## src/rtl/arb_pkg.sv

```systemverilog
// Shared types for the weighted round-robin arbiter: ownership state and
// the index-width helper used by the top level and the rotating picker.
package arb_pkg;

    typedef enum logic {
        IDLE = 1'b0,
        OWN  = 1'b1
    } state_t;

    function automatic int idx_w(input int n);
        return (n > 1) ? $clog2(n) : 1;
    endfunction

endpackage

```

## src/rtl/rr_pick.sv

```systemverilog
// Rotating first-one search: returns the first set req bit at or above ptr,
// wrapping from N-1 back to 0. Purely combinational.
module rr_pick
    import arb_pkg::*;
#(
    parameter int N = 8
) (
    input  logic [N-1:0]          req,
    input  logic [idx_w(N)-1:0]   ptr,
    output logic [idx_w(N)-1:0]   index,
    output logic                  valid
);

    localparam int IW = idx_w(N);

    int c;

    // Walk the offsets downward so the smallest offset from ptr wins last.
    always_comb begin
        index = '0;
        valid = |req;
        c     = 0;
        for (int k = N - 1; k >= 0; k--) begin
            c = int'(ptr) + k;
            if (c >= N) c = c - N;
            if (req[c]) index = IW'(c);
        end
    end

endmodule

```

## src/rtl/arb_wrr.sv

```systemverilog
// Weighted round-robin channel arbiter with per-transaction ownership.
// Define ARB_WRR_WEIGHT_EN to let weight_i set the transactions per ownership.
module arb_wrr
    import arb_pkg::*;
#(
    parameter int N  = 8,
    parameter int WW = 4
) (
    input  logic                  clk,
    input  logic                  rstn,
    input  logic [N-1:0]          req_i,
    input  logic [N-1:0]          last_i,
    input  logic [N*WW-1:0]       weight_i,
    output logic [N-1:0]          ack_i,
    output logic                  req_o,
    input  logic                  ack_o,
    output logic [idx_w(N)-1:0]   gnt_id_o,
    output logic                  busy_o
);

    localparam int IW = idx_w(N);

    state_t          state;
    logic [IW-1:0]   owner;
    logic [IW-1:0]   ptr;
    logic [WW-1:0]   cnt;
    logic            inflight;

    logic [IW-1:0]   pick_idx;
    logic            pick_vld;
    logic [WW-1:0]   load_val;
    logic            own_req;
    logic            own_last;
    logic            beat;

    function automatic logic [IW-1:0] next_idx(input logic [IW-1:0] i);
        return (int'(i) == N - 1) ? '0 : i + 1'b1;
    endfunction

    rr_pick #(.N(N)) u_pick (
        .req   (req_i),
        .ptr   (ptr),
        .index (pick_idx),
        .valid (pick_vld)
    );

`ifdef ARB_WRR_WEIGHT_EN
    logic [WW-1:0] pick_w;
    assign pick_w   = weight_i[pick_idx*WW +: WW];
    assign load_val = (pick_w == '0) ? WW'(1) : pick_w;
`else
    logic unused_weight;
    assign unused_weight = ^weight_i;
    assign load_val      = WW'(1);
`endif

    assign own_req  = req_i[owner];
    assign own_last = last_i[owner];
    assign beat     = (state == OWN) & own_req & ack_o;
    assign req_o    = (state == OWN) & own_req;
    assign busy_o   = (state == OWN);
    assign gnt_id_o = owner;

    always_comb begin
        ack_i        = '0;
        ack_i[owner] = beat;
    end

    // An inflight transaction pins the owner; release happens only between transactions.
    always_ff @(posedge clk or negedge rstn) begin
        if (!rstn) begin
            state    <= IDLE;
            ptr      <= '0;
            owner    <= '0;
            cnt      <= '0;
            inflight <= 1'b0;
        end else begin
            case (state)
                IDLE: begin
                    inflight <= 1'b0;
                    if (pick_vld) begin
                        owner <= pick_idx;
                        cnt   <= load_val;
                        state <= OWN;
                    end
                end
                OWN: begin
                    if (beat) begin
                        if (!own_last) begin
                            inflight <= 1'b1;
                        end else begin
                            inflight <= 1'b0;
                            cnt      <= cnt - 1'b1;
                            if (cnt <= WW'(1)) begin
                                ptr   <= next_idx(owner);
                                state <= IDLE;
                            end
                        end
                    end else if (!own_req && !inflight) begin
                        ptr   <= next_idx(owner);
                        state <= IDLE;
                    end
                end
            endcase
        end
    end

endmodule

```

## config.mk

```make
export PLATFORM = sky130hd
export DESIGN_NAME = arb_wrr
export DESIGN_NICKNAME = d
export VERILOG_FILES = /design/src/rtl/arb_pkg.sv /design/src/rtl/rr_pick.sv /design/src/rtl/arb_wrr.sv
export SDC_FILE = /design/constraint.sdc
export NUM_CORES = 1
export LEC_CHECK = 0
export ABC_AREA = 1
export CELL_PAD_IN_SITES_DETAIL_PLACEMENT = 0
export CELL_PAD_IN_SITES_GLOBAL_PLACEMENT = 2
export CORE_ASPECT_RATIO = 0.8
export CORE_MARGIN = 2
export CORE_UTILIZATION = 20
export DETAILED_ROUTE_END_ITERATION = 10
export PLACE_DENSITY_LB_ADDON = 0.3
export SLEW_MARGIN = 20
export SYNTH_ARGS = -nofsm -noshare
export SYNTH_HDL_FRONTEND = slang
export SYNTH_SLANG_ARGS = --single-unit
```

## constraint.sdc

```tcl
create_clock -name clk -period 3.3 [get_ports clk]
set_clock_uncertainty 0.2 [all_clocks]
set_input_delay 0.825 -clock clk [delete_from_list [all_inputs] [get_ports clk]]
set_output_delay 0.825 -clock clk [all_outputs]
set_load 0.01 [all_outputs]
```

After elaboration in Yosys (flattened, before gate mapping)
Cells that the tools add are included.
{"block": "word_totals", "elab_cells": 124, "ff_bits": 12, "in_bits": 51}
{"block": "op_classes", "n_lt_le_gt_ge": 19, "muxes": 64, "reduce_logical": 9, "eq_ne": 6, "n_addsub": 17, "n_bitwise": 4}
{"operator": "$lt A32 B5 Y1 const B", "n": 8}
{"operator": "$mux W32", "n": 8}
{"operator": "$ge A32 B5 Y1 const B", "n": 7}
{"operator": "$sub A32 B5 Y32 const B", "n": 7}
{"operator": "$mux W3", "n": 13}
{"operator": "$bmux W1 S3", "n": 10}
{"operator": "$mux W1", "n": 26}
{"operator": "$add A3 B3 Y4 const B", "n": 4}
{"operator": "$mux W4", "n": 3}
{"operator": "$add A3 B2 Y4 const B", "n": 2}
{"operator": "$and A8 B8 Y8", "n": 1}
{"operator": "$pmux W4 S2", "n": 1}
{"operator": "$reduce_or A8 Y1", "n": 1}
{"operator": "$ne A2 B1 Y1 const B", "n": 3}
{"operator": "$sub A3 B4 Y5 const B", "n": 1}
{"operator": "$add A3 B1 Y4 const B", "n": 1}
{"operator": "$ge A3 B4 Y1 const B", "n": 1}
{"operator": "$le A4 B1 Y1 const B", "n": 1}
{"operator": "$lt A3 B4 Y1 const B", "n": 1}
{"operator": "$ne A2 B2 Y1 const B", "n": 2}
{"operator": "$pmux W1 S2", "n": 2}
{"operator": "$reduce_and A4 Y1", "n": 1}
{"operator": "$sub A4 B1 Y4 const B", "n": 1}
{"operator": "$add A3 B1 Y3 const B", "n": 1}
{"operator": "10 further kinds", "n": 13}

Longest topological paths before layout
{"block": "depth", "depth_word": 14, "mapped_depth": 20, "mapped_depth_nobuf": 18}

Cells and area by module
A second synthesis with hierarchy kept.
{"block": "hier_totals", "hier_cells": 262, "hier_area_um2": 1675.4}
{"mod": "arb_wrr", "instances": 1, "seq_area_each_um2": 300.3, "area_per_inst_um2": 987.2, "cells_each": 133}
{"mod": "rr_pick", "instances": 1, "seq_area_each_um2": 0.0, "area_per_inst_um2": 688.2, "cells_each": 129}

Worst setup path before layout
OpenSTA, ideal clock, no wires.
{"block": "synth_timing", "path_kind": "input -> output", "start": "in req_i[2]", "end": "out ack_i[0]", "cell_stages": 9, "arrival_ps": 1901, "slack_ps": 374, "path_buffers": 1, "path_cell_list": "inv_1 -> o21ai_0 -> nand2_1 -> nand2_1 -> nand2_2 -> a21oi_4 -> nand2_2 -> buf_6 -> nor4_1"}
{"block": "synth_via", "elab_chain_cells": 5}
{"element": "start: declaration", "line_no": "arb_wrr.sv:11", "source": "input logic [N-1:0] req_i,"}
{"element": "$bmux W1 S3", "line_no": "arb_wrr.sv:57", "source": "assign own_req = req_i[owner];"}
{"element": "$mux W1 (not written as such)", "line_no": "arb_wrr.sv:57"}
{"element": "$and A1 B1 Y1"}
{"element": "via req_o", "line_no": "arb_wrr.sv:15", "source": "output logic req_o,"}
{"element": "$and A1 B1 Y1", "line_no": "arb_wrr.sv:59", "source": "assign beat = (state == OWN) & own_req & ack_o;"}
{"element": "$and A8 B8 Y8 (no line)"}
{"element": "end: declaration", "line_no": "arb_wrr.sv:14", "source": "output logic [N-1:0] ack_i,"}
The timed path passes the listed nets, and every way through them passes these cells. The select of a mux whose other input is x is not followed.

Worst setup path in the final report
{"block": "layout_timing", "start": "in req_i[7]", "end": "out ack_i[6]"}
{"block": "layout_via", "elab_chain_cells": 5}
{"element": "$bmux W1 S3", "line_no": "arb_wrr.sv:57"}
{"element": "$mux W1 (not written as such)", "line_no": "arb_wrr.sv:57"}
{"element": "$and A1 B1 Y1 (2 in a row)", "line_no": "arb_wrr.sv:59"}
{"element": "$and A8 B8 Y8 (no line)"}
No other way between the ends. The select of a mux whose other input is x is not followed.

==> flow_metrics.env <==
export IMPL_globalRouteOverflowTotal=0
export IMPL_finalMaxSlewViolations=0
export IMPL_total_power_mw=2.436
export IMPL_grt_pass1_wl_um=7803
export IMPL_r2r_end="gnt_id_o[1]$_DFFE_PN0P_"
export IMPL_hold_class="flop to flop"
export IMPL_timing_slew_headroom=0.6222
export IMPL_reg2reg_from="ptr[1]$_DFFE_PN0P_"
export IMPL_finalHoldViolCount=0
export IMPL_tightest_slew_ps=564.9
export IMPL_ff2ff_setup_slack_ps=770
export IMPL_hp_start="cnt[1]$_DFFE_PN0P_"
export IMPL_fin_crit_sh=0.9608
export IMPL_setup_viol=0
export IMPL_synth_warnings=0
export IMPL_initial_core_util=0.2102
export IMPL_setup_slack_ps=129.4
export IMPL_rows=27
export IMPL_die_x_um=99.86
export IMPL_hold_end="cnt[1]$_DFFE_PN0P_"
export IMPL_status="completed"
export IMPL_cp_max_fo=4
export IMPL_synth_seq_cells=12
export IMPL_num_fill_cells=769
export IMPL_p_leak_nw=1.086
export IMPL_multi_input_area_um2=1067
export IMPL_final_common_cell="nand2_1"
export IMPL_crit_path_frequent_cell="nand2_1"
export IMPL_reg2reg_depth=15
export IMPL_period_needed_ps=3171
export IMPL_path_buf_inv=3
export IMPL_synth_cells=253
export IMPL_grt_usage=0.1197
export IMPL_antenna_found_initial=0
export IMPL_drc=0
export IMPL_final_cell_mix="nand2_1, nand3_1, inv_1"
export IMPL_io_pins=64
export IMPL_worstPathCellList="dlygate4sd2_1, nand2_1, nand2_1, nand2_1, nand2_1, nand2_2, a21oi_4, nand2_4, buf_4, nor4_2, buf_2"
export IMPL_grt_max_degree=13
export IMPL_crit_path_end_kind="output port"
export IMPL_hold_buffers=0
export IMPL_routed_wl_um=4645
export IMPL_drt_initial_drc_count=82
export IMPL_syn_nets=310
export IMPL_ant_nets=0
export IMPL_drive_gt1_frac=0.1894
export IMPL_synth_area_um2=1470
export IMPL_nets=359
export IMPL_regArea_um2=300.3
export IMPL_path_delay_family="buffers and inverters"
export IMPL_slowest_stage="dlygate4sd2_1"
export IMPL_wl_per_cell_um=11.97
export IMPL_pre_cts_slack_ps=-569.2
export IMPL_power_density_nw_per_um2=1166
export IMPL_clk_insertion_delay_late_ps=240
export IMPL_root_buffer="clkbuf_8"
export IMPL_cts_buffers=3
export IMPL_clkTransAtPathRegs_ps=60
export IMPL_layoutNonFillerInstCount=388
export IMPL_synth_cell_types=28
export IMPL_place_hpwl_um=3726
export IMPL_grt_pass1_vias=1657
export IMPL_worstPathRequired_ps=2270
export IMPL_synth_seq_area_share=0.2043
export IMPL_dr_total_vias=1788
export IMPL_port_buffers=31
export IMPL_arrival_ps=2150
export IMPL_clock_sinks=12
export IMPL_cpPeakStageDelay_ps=230
export IMPL_drv_cap=0
export IMPL_cts_buffer_depth=2
export IMPL_crit_type="input pin to output port"
export IMPL_max_freq_mhz=315.4
export IMPL_die_area_um2=8057
export IMPL_cts_tree="done"
export IMPL_coreArea_um2=6993
export IMPL_holdPathStages=2
export IMPL_peakVddDrop_mv=0.2566
export IMPL_gp_congestion=0.8567
export IMPL_cts_max_level=1
export IMPL_diodes=0
export IMPL_dr_pass1_iters=5
export IMPL_die_y_um=80.69
export IMPL_place_inst=380
export IMPL_start_kind="input pin"
export IMPL_synthToLayoutAreaGrowth_pct=42.13
export IMPL_viasPerCell=4.608
export IMPL_synth_avg_cell_area_um2=5.811
tightest hold or removal path, stage by stage, from the launching register on:
cell and delay, ps:
dfrtp_1 360, nand2_1 60, o21ai_0 70
final cells by class:
class / instances / share of cell area
multi-input cells: 202 / 0.5108
repair buffers: 55 / 0.2168
flip-flops and latches: 12 / 0.1437
well taps: 87 / 0.05210
inverters: 28 / 0.05030
clock buffers: 4 / 0.02635
stage by stage:
| step | util | cell area, µm² | setup TNS, ps | hold slack, ps |
|---|---|---|---|---|
| floorplan | - | 1470 | 0 | 275.2 |
| global placement | 0.2820 | 1972 | -4813 | 299.2 |
| detailed placement | 0.2820 | 1972 | -4558 | 315.4 |
| CTS | 0.2941 | 2057 | 0 | 323.6 |
| global route | 0.2988 | 2090 | -19.20 | 374.8 |
| finish | 0.2988 | 2090 | 0 | 323.1 |
timing repair:
action | in CTS | in global routing
setup buffers | 4 | 0
cloned | 0 | 0
gates resized for setup | 58 | 6
setup endpoints to repair | 9 | 8
pin swaps | 2 | 2
where the power goes:
group | internal (mW) | switching, mW | leakage, nW | total (mW)
registers | 0.218 | 0.113 | 0.143 | 0.331
logic | 0.750 | 1.19 | 0.914 | 1.94
clock network | 0.106 | 0.0587 | 0.0288 | 0.164
routing by layer:
metal  GRT usage  up-vias  share of wire
met1      0.1732      804           0.52
li1            -      921              -
met3     0.01567        5          0.067
met5           0        -              0
met4     0.02466        0         0.0084
met2      0.1892       58           0.40
flip-flops by register name (all words and copies together) (netlist names):
register,count
busy_o,1
ptr,3
inflight,1
gnt_id_o,3
cnt,4
cells by family after synthesis:
| kind of cell | Yosys count | share of synthesized area |
|---|---|---|
| AND/OR/NAND/NOR | 161 | 0.4792 |
| buffers and inverters | 39 | 0.1174 |
| AO/OA/AOI/OAI | 32 | 0.1302 |
| flip-flops | 12 | 0.2043 |
| adder cells (fa/ha/maj) | 6 | 0.05106 |
| XOR/XNOR | 3 | 0.01788 |
worst max path at each step:
stage / from / endpoint / slack, ps / depth (start not counted)
global placement: req_i[2] / ack_i[5] / -580 / 10
global route: req_i[1] / ack_i[3] / -20 / 11
finish: req_i[7] / ack_i[6] / 130 / 11
CTS: req_i[2] / ack_i[6] / 90 / 11
floorplan: req_i[2] / ack_i[0] / 370 / 9
detailed placement: req_i[2] / ack_i[5] / -570 / 10
synth_stat cells:
cell type,number,area share
nand2_1,97,0.25
nand3_1,37,0.13
inv_1,26,0.066
a21oi_1,15,0.051
dfrtp_1,12,0.20
nor2_1,9,0.023
nor4_1,9,0.038
buf_2,6,0.020
ha_1,6,0.051
o21ai_0,5,0.017
o21ai_1,5,0.017
or2_2,3,0.013
a31oi_1,2,0.0085
buf_6,2,0.015
clkbuf_1,2,0.0051
inv_2,2,0.0051
nand2_2,2,0.0085
nor3_1,2,0.0068
xnor2_1,2,0.012
a21boi_1,1,0.0051
a21oi_4,1,0.011
buf_4,1,0.0051
nand3_4,1,0.012
nor2_2,1,0.0043
o211ai_1,1,0.0051
o21ai_4,1,0.011
o22ai_1,1,0.0043
xor2_1,1,0.0060
Power figures use the tool's default switching activity.
